**src/rtl/prog_loader_rx.sv**
```systemverilog
// Serial program/data loader: shifts MSB-first words off mosi_in and writes them
// into instruction or data memory, then hands control to the core via run_o.
module prog_loader_rx #(
  parameter int DATA_W = 8,
  parameter int DEPTH  = 16,
  parameter int ADDR_W = $clog2(DEPTH)
) (
  input  logic              clk,
  input  logic              rst,
  input  logic [1:0]        mode_in,
  input  logic              mosi_in,
  output logic              we_o,
  output logic              wsel_o,
  output logic [ADDR_W-1:0] waddr_o,
  output logic [DATA_W-1:0] wdata_o,
  output logic              busy_o,
  output logic              done_o,
  output logic              run_o,
  output logic [1:0]        dbg_state_o
);

  localparam int BIT_W = (DATA_W > 1) ? $clog2(DATA_W) : 1;

  localparam logic [1:0] S_IDLE  = 2'd0;
  localparam logic [1:0] S_SHIFT = 2'd1;
  localparam logic [1:0] S_DONE  = 2'd2;
  localparam logic [1:0] S_RUN   = 2'd3;

  localparam logic [1:0] M_IDLE  = 2'b00;
  localparam logic [1:0] M_INSTR = 2'b01;
  localparam logic [1:0] M_DATA  = 2'b10;
  localparam logic [1:0] M_RUN   = 2'b11;

  logic [1:0]        r_state;
  logic [DATA_W-1:0] r_shift;
  logic [BIT_W-1:0]  r_bitcnt;
  logic [ADDR_W-1:0] r_addr;
  logic              r_we;
  logic              r_wsel;
  logic [ADDR_W-1:0] r_waddr;
  logic [DATA_W-1:0] r_wdata;
  logic              r_busy;
  logic              r_done;
  logic              r_run;

  logic [DATA_W-1:0] w_shift_next;
  logic [1:0]        w_load_mode;
  logic              w_word_end;
  logic              w_last_word;

  // The mode latched at SHIFT entry is fully recoverable from wsel (01 or 10).
  assign w_load_mode  = {r_wsel, ~r_wsel};
  assign w_shift_next = {r_shift[DATA_W-2:0], mosi_in};
  assign w_word_end   = (r_bitcnt == BIT_W'(DATA_W - 1));
  assign w_last_word  = (r_addr == ADDR_W'(DEPTH - 1));

  // we_o is a one-cycle strobe with no ready/backpressure: the memory port must
  // accept a write in every cycle that we_o is high, and words arrive back-to-back.
  always_ff @(posedge clk) begin
    if (rst) begin
      r_state  <= S_IDLE;
      r_shift  <= '0;
      r_bitcnt <= '0;
      r_addr   <= '0;
      r_we     <= 1'b0;
      r_wsel   <= 1'b0;
      r_waddr  <= '0;
      r_wdata  <= '0;
      r_busy   <= 1'b0;
      r_done   <= 1'b0;
      r_run    <= 1'b0;
    end else begin
      r_we <= 1'b0;
      case (r_state)
        S_IDLE: begin
          if (mode_in == M_INSTR || mode_in == M_DATA) begin
            r_state  <= S_SHIFT;
            r_wsel   <= mode_in[1];
            r_addr   <= '0;
            r_bitcnt <= '0;
            r_busy   <= 1'b1;
          end else if (mode_in == M_RUN) begin
            r_state <= S_RUN;
            r_run   <= 1'b1;
          end
        end
        S_SHIFT: begin
          if (mode_in != w_load_mode) begin
            // Abort wins over a completing word: the partial word is dropped.
            r_state  <= (mode_in == M_RUN) ? S_RUN : S_IDLE;
            r_run    <= (mode_in == M_RUN);
            r_busy   <= 1'b0;
            r_bitcnt <= '0;
          end else begin
            r_shift <= w_shift_next;
            if (w_word_end) begin
              r_wdata  <= w_shift_next;
              r_waddr  <= r_addr;
              r_we     <= 1'b1;
              r_bitcnt <= '0;
              r_addr   <= r_addr + ADDR_W'(1);
              if (w_last_word) begin
                r_state <= S_DONE;
                r_busy  <= 1'b0;
                r_done  <= 1'b1;
              end
            end else begin
              r_bitcnt <= r_bitcnt + BIT_W'(1);
            end
          end
        end
        S_DONE: begin
          if (mode_in == M_IDLE) begin
            r_state <= S_IDLE;
            r_done  <= 1'b0;
          end else if (mode_in == M_RUN) begin
            r_state <= S_RUN;
            r_done  <= 1'b0;
            r_run   <= 1'b1;
          end
        end
        S_RUN: begin
          if (mode_in != M_RUN) begin
            r_state <= S_IDLE;
            r_run   <= 1'b0;
          end
        end
        default: r_state <= S_IDLE;
      endcase
    end
  end

  assign we_o        = r_we;
  assign wsel_o      = r_wsel;
  assign waddr_o     = r_waddr;
  assign wdata_o     = r_wdata;
  assign busy_o      = r_busy;
  assign done_o      = r_done;
  assign run_o       = r_run;
  assign dbg_state_o = r_state;

endmodule
```
**config.mk**
```make
export PLATFORM = sky130hd
export DESIGN_NAME = prog_loader_rx
export DESIGN_NICKNAME = d
export VERILOG_FILES = /design/src/rtl/prog_loader_rx.sv
export SDC_FILE = /design/constraint.sdc
export NUM_CORES = 1
export LEC_CHECK = 0
export CORE_UTILIZATION = 40
export DETAILED_ROUTE_END_ITERATION = 16
export MAX_ROUTING_LAYER = met4
export SLEW_MARGIN = 20
export SYNTH_ARGS = -nofsm -noshare
export SYNTH_HDL_FRONTEND = slang
export SYNTH_SLANG_ARGS = --single-unit
```
**constraint.sdc**
```tcl
create_clock -name clk -period 1.6 [get_ports clk]
set_clock_uncertainty 0.15 [all_clocks]
set_input_delay 0.16 -clock clk [delete_from_list [all_inputs] [get_ports clk]]
set_output_delay 0.16 -clock clk [all_outputs]
set_load 0.02 [all_outputs]
```
* After elaboration in Yosys (flattened, before gate mapping) *
Cells that the tools add are included.

word-level totals
  word-level logic and storage cells = 87
  bits of input ports = 5
  register bits after elaboration = 33
  output and inout bits = 19

operators by class
  add/sub/neg operators = 2
  bitwise gates (word level) = 3
  equality and inequality tests = 21
  muxes and demuxes = 35
  reduce and logical (&&, ||, !) cells = 15

operator list
  kind                                                  count
  inequality test 2 bit (second input constant)         9
  2-to-1 mux 2 bit                                      8
  2-to-1 mux 1 bit                                      15
  2-to-1 mux 4 bit                                      3
  AND reduction 4 bit                                   3
  2-to-1 mux 3 bit                                      3
  inequality test 3 bit (second input constant)         3
  equality test 2 bit (second input constant)           4
  one-hot mux 2 bit (4 select lines)                    1
  one-hot mux 4 bit (2 select lines)                    1
  one-hot mux 3 bit (2 select lines)                    1
  AND reduction 2 bit                                   3
  AND reduction 3 bit                                   2
  AND reduction 5 bit                                   1
  adder 4 x 1 -> 4 bit (second input constant)          1
  equality test 2 x 1 -> 1 bit (second input constant)  2
  equality test 4 bit (second input constant)           1
  zero test 2 bit                                       2
  one-hot mux 1 bit (2 select lines)                    2
  one-hot mux 1 bit (4 select lines)                    1
  nonzero test 2 bit                                    2
  adder 3 x 1 -> 3 bit (second input constant)          1
  equality test 3 bit (second input constant)           1
  inverter 1 bit                                        3
  other kinds (3)                                       3

* Longest topological paths before layout *
  word-level depth = 5
  mapped depth = 7
  depth with buffers taken out = 6

* Least setup slack after synthesis *
OpenSTA, ideal clock, no wires.

  kind = flip-flop to flip-flop
  start = register r_state[0] (netlist: dbg_state_o[0])
  end = register r_addr[2]
  arrival time = 1.383 ns
  clock period less this slack = 1.604 ns
  slack = -0.004 ns
  cell stages (with the launch flop) = 7
  library setup time = 0.072 ns
  cell sequence = dfxtp_1 buf_4 nor2_1 or2_0 buf_2 a211oi_2 mux2i_1

on the way
  longest elaborated chain between the ends = 3
  elaborated cells between the ends (all ways) = 8
  those cells by class = eq/ne: 4; mux: 1; reduce/logical: 3

ends and longest elaborated chain
  what                                                                                 line  source
  start, declared                                                                      34    logic [1:0] r_state;
  start signal, assigned                                                               90    r_state <= (mode_in == M_RUN) ? S_RUN : S_IDLE;
  equality test 2 x 1 -> 1 bit / zero test 2 bit (equally long branches)               74    case (r_state)
  inequality test 2 bit (no source line) / nonzero test 2 bit (equally long branches)  --
  AND reduction 4 bit (no source line)                                                 --
  end signal, assigned                                                                 101   r_addr <= r_addr + ADDR_W'(1);
  end, declared                                                                        37    logic [ADDR_W-1:0] r_addr;

Several ways; a longest one is shown, not always the timed one.
A chain may end at the register's enable or synchronous reset.

* Worst setup path in the final report *
  start = register r_bitcnt[1]
  end = register r_bitcnt[0]

on the way
  longest elaborated chain between the ends = 4

ends and longest elaborated chain
  what                                line  source
  start, declared                     36    logic [BIT_W-1:0] r_bitcnt;
  start signal, assigned              108   r_bitcnt <= r_bitcnt + BIT_W'(1);
  equality test 3 bit                 54    assign w_word_end = (r_bitcnt == BIT_W'(DATA_W - 1));
  net w_word_end                      48    logic w_word_end;
  2-to-1 mux 3 bit                    96    if (w_word_end) begin
  2-to-1 mux 3 bit                    88    if (mode_in != w_load_mode) begin
  one-hot mux 3 bit (2 select lines)  74

The timed path passes the listed nets, and every way through them passes these cells.

==> results by group <==
Clock tree
  • Clock Latency Late Sink: 0.28 ns
  • H-tree depth: 2
  • Worst-path clk slew: 0.07 ns
  • CTS Buffer Depth: 2
  • Num CTS Buffers: 5
  • CTS tree: yes
  • Hold Buf Count CTS: 0
  • Clock sink count: 33
  • Root buffer selected by CTS: clkbuf_8

Layout
  • Final net count: 229
  • Post-route core utilization: 0.584
  • Diode count: 0
  • Layout cell share with drive strength beyond 1: 0.292
  • Post-route design area: 2180 um^2
  • Layout Area Growth over Synthesis: 37.8%

Logic synthesis
  • Synth Net Count: 185
  • Yosys top cell by area: dfxtp_1
  • EDFF count, synth: 0
  • Synthesized cell area: 1590 um^2
  • Cells after Synth: 174
  • Synth Area in Compound Gates: 0.188
  • Most instantiated library cell after synthesis: dfxtp_1
  • Largest family of logic cells by synthesized area: simple AND/OR/NAND/NOR gates
  • Ys Warns: 0
  • Multiplexer share of the synthesized area: 0.0576
  • Synth Area in Simple Gates: 0.219
  • Register area share after synthesis: 0.417
  • Post-Synth Adder-Cell Area: 0.0474
  • Synth Register Bits: 33
  • Synth Area in XOR/XNOR: 0
  • Syn_area_per_cell: 9.11 um^2
  • Synth top area cells: dfxtp_1, a21oi_1, nand2_1, mux2i_1, ha_1
  • Async SR Flop Fraction: 0
  • Synth top area share: 0.417
  • Ys flop type: dfxtp_1
  • Commonest cells in the netlist: dfxtp_1, nand2_1, a21oi_1, nor2_1, nand3_1
  • Yosys cell types: 39

Floorplan
  • I/O pins: 24
  • Die width: 65.0 um
  • Die H: 65.0 um
  • Total die area: 4220 um^2
  • Initial core utilization: 0.423
  • Std-Cell Rows: 22
  • CORE AREA: 3740 um^2

Setup path
  • Reg2reg setup slack: 0.05 ns
  • Worst path slowest cell: dfxtp_2
  • Crit Path Category: flop to flop
  • Endpoint class of the critical path: flop
  • Worst r2r dst: r_bitcnt[0]$_SDFFE_PP0P_
  • Reg2reg start: r_bitcnt[1]$_SDFFE_PP0P_
  • Most used cell, CP: ha_4
  • CP Max Fanout: 11
  • Critical Path AT: 1.61 ns
  • Critical Path RT: 1.66 ns
  • Critical-path cell list: ha_4, ha_4, buf_4, or3_1, a21oi_1
  • R2R cell count: 5
  • Max incr delay on CP: 0.34 ns
  • Setup crit start kind: flop

Routing
  • Wire length per cell: 12.7 um
  • Vias/cell: 5.12
  • Remaining DRCs: 0
  • DR vias: 1,367
  • Drt first pass iters: 4
  • WL final: 3.39 mm
  • Routed Antenna Nets: 0
  • Iteration-0 DRC Markers: 47

Global route
  • First-pass GRT wire length: 5.82 mm
  • Initial antenna violation count: 0
  • Overall Global Routing Usage: 0.184
  • Largest net degree at the start of global routing: 25
  • Vias in the first global route: 1,293
  • GRT Residual Overflow: 0

Timing
  • Least-Margin Pin Slew: 0.303 ns
  • FMAX: 646 MHz
  • Hold violation total from the final report: 0
  • Rel. slew slack: 0.798
  • RSZ-0062 raised after global routing: false
  • Fin crit share: 0.967
  • # setup viols final: 0
  • Final Critical Period: 1.55 ns
  • Worst hold slack: 0.296 ns
  • Final Slew Violations: 0

Power and ir drop
  • Worst VDD drop: 0.541 mV
  • PwrDens: 827 nW/um^2
  • Pwr Total: 1.81 mW
  • Leak pwr: 0.866 nW

Place
  • GP Congestion: 0.777
  • Port Buffers: 23
  • Final HPWL from detailed placement: 2.35 mm
  • Post-Place Cell Area: 1980 um^2

Min path
  • Hold Path Class: input pin to flop
  • Cell count of the worst hold path: 4
  • WHS Endpoint: wsel_o$_SDFFE_PP0P_
  • Worst min-delay path startpoint: mode_in[1]

Flow run
  • Max-cap viol count: 0

Run status
  • Run status: completed
-- layout by cell type, fill, tap and decap left out, types with 2 or more instances in the layout --
master / n
nand2_1: 28
dfxtp_1: 28
a21oi_1: 23
buf_4: 21
clkdlybuf4s50_1: 16
nor2_1: 13
nand3_1: 11
mux2i_1: 8
clkbuf_8: 5
dfxtp_2: 5
dlygate4sd2_1: 4
or3_1: 3
ha_4: 3
ha_1: 3
dlymetal6s2s_1: 3
buf_6: 3
buf_12: 3
inv_2: 2
nor3b_4: 2
o21ai_2: 2
inv_1: 2
a211oi_2: 2
a211oi_1: 2
nand2b_1: 2
a21oi_2: 2
clkinv_2: 2
-- worst max path at each step --
stage | start | end | slack, ns | cells after the start
6_report | r_bitcnt[1]$_SDFFE_PP0P_ | r_bitcnt[0]$_SDFFE_PP0P_ | 0.05 | 5
3_3_place_gp | mode_in[0] | r_addr[3]$_SDFFE_PP0P_ | -0.47 | 7
5_1_grt | dbg_state_o[0]$_SDFFE_PP0P_ | dbg_state_o[1]$_SDFFE_PP0P_ | 0.003 | 5
3_5_place_dp | mode_in[1] | r_addr[2]$_SDFFE_PP0P_ | -0.52 | 7
4_1_cts | busy_o$_SDFFE_PP0P_ | busy_o | 0.03 | 1
2_1_floorplan | r_bitcnt[0]$_SDFFE_PP0P_ | done_o$_SDFFE_PP0P_ | 0.02 | 6
-- worst max-delay path, delay by kind of cell, from the launching register on --
kind / cells / cell delay (ns)
adders and majority gates: 2 / 0.34
and+or+nand+nor: 1 / 0.34
buffers and inverters: 1 / 0.18
DFF: 1 / 0.34
AOI/OAI and AO/OA: 1 / 0.12
-- where the power goes --
| part | internal, mW | switching (mW) |
|---|---|---|
| logic | 0.165 | 0.169 |
| clock network | 0.300 | 0.307 |
| registers | 0.842 | 0.0239 |
-- stage by stage --
step | instances | TNS (ns) | setup WS [ns]
detailed placement | 255 | -11.13 | -0.521
global placement | 255 | -10.33 | -0.469
global route | 267 | 0 | 0.00271
finish | 267 | 0 | 0.0531
floorplan | 174 | 0 | 0.0202
CTS | 267 | 0 | 0.0256
-- flip-flops by register name, indices dropped and copies added, names as in the netlist --
| register | cells |
|---|---|
| dbg_state_o | 2 |
| run_o | 1 |
| done_o | 1 |
| r_shift | 7 |
| r_addr | 4 |
| r_bitcnt | 3 |
| busy_o | 1 |
| wsel_o | 1 |
| we_o | 1 |
| waddr_o | 4 |
| wdata_o | 8 |
-- layer usage --
metal / share of wire / GRT usage
met1: 0.47 / 0.229
met2: 0.46 / 0.289
met3: 0.056 / 0.0511
met4: 0.013 / 0.0528
met5: 0 / -
-- layout make-up --
type	instances	area, um^2
clock buffers	5	68.8
repair buffers	50	484
flip-flops and latches	33	667
clock inverters	3	17.5
inverters	4	15.0
multi-input cells	124	872
well taps	48	60.1
fillers	351	1560
-- kinds of logic after synthesis --
group / Yosys count
multiplexers: 9
adder cells (fa/ha/maj): 6
flip-flops: 33
buffers and inverters: 17
AO/OA/AOI/OAI: 42
AND/OR/NAND/NOR: 67
-- repair_timing --
action                                 in CTS  in global routing
endpoints found under the hold margin       0                  0
setup buffers                               4                  1
pin swaps                                   3                  8
cloned                                      0                  0
setup endpoints to repair                  25                 17
gates resized for setup                    16                 12
Note: power is estimated with default switching activity, not from simulation.
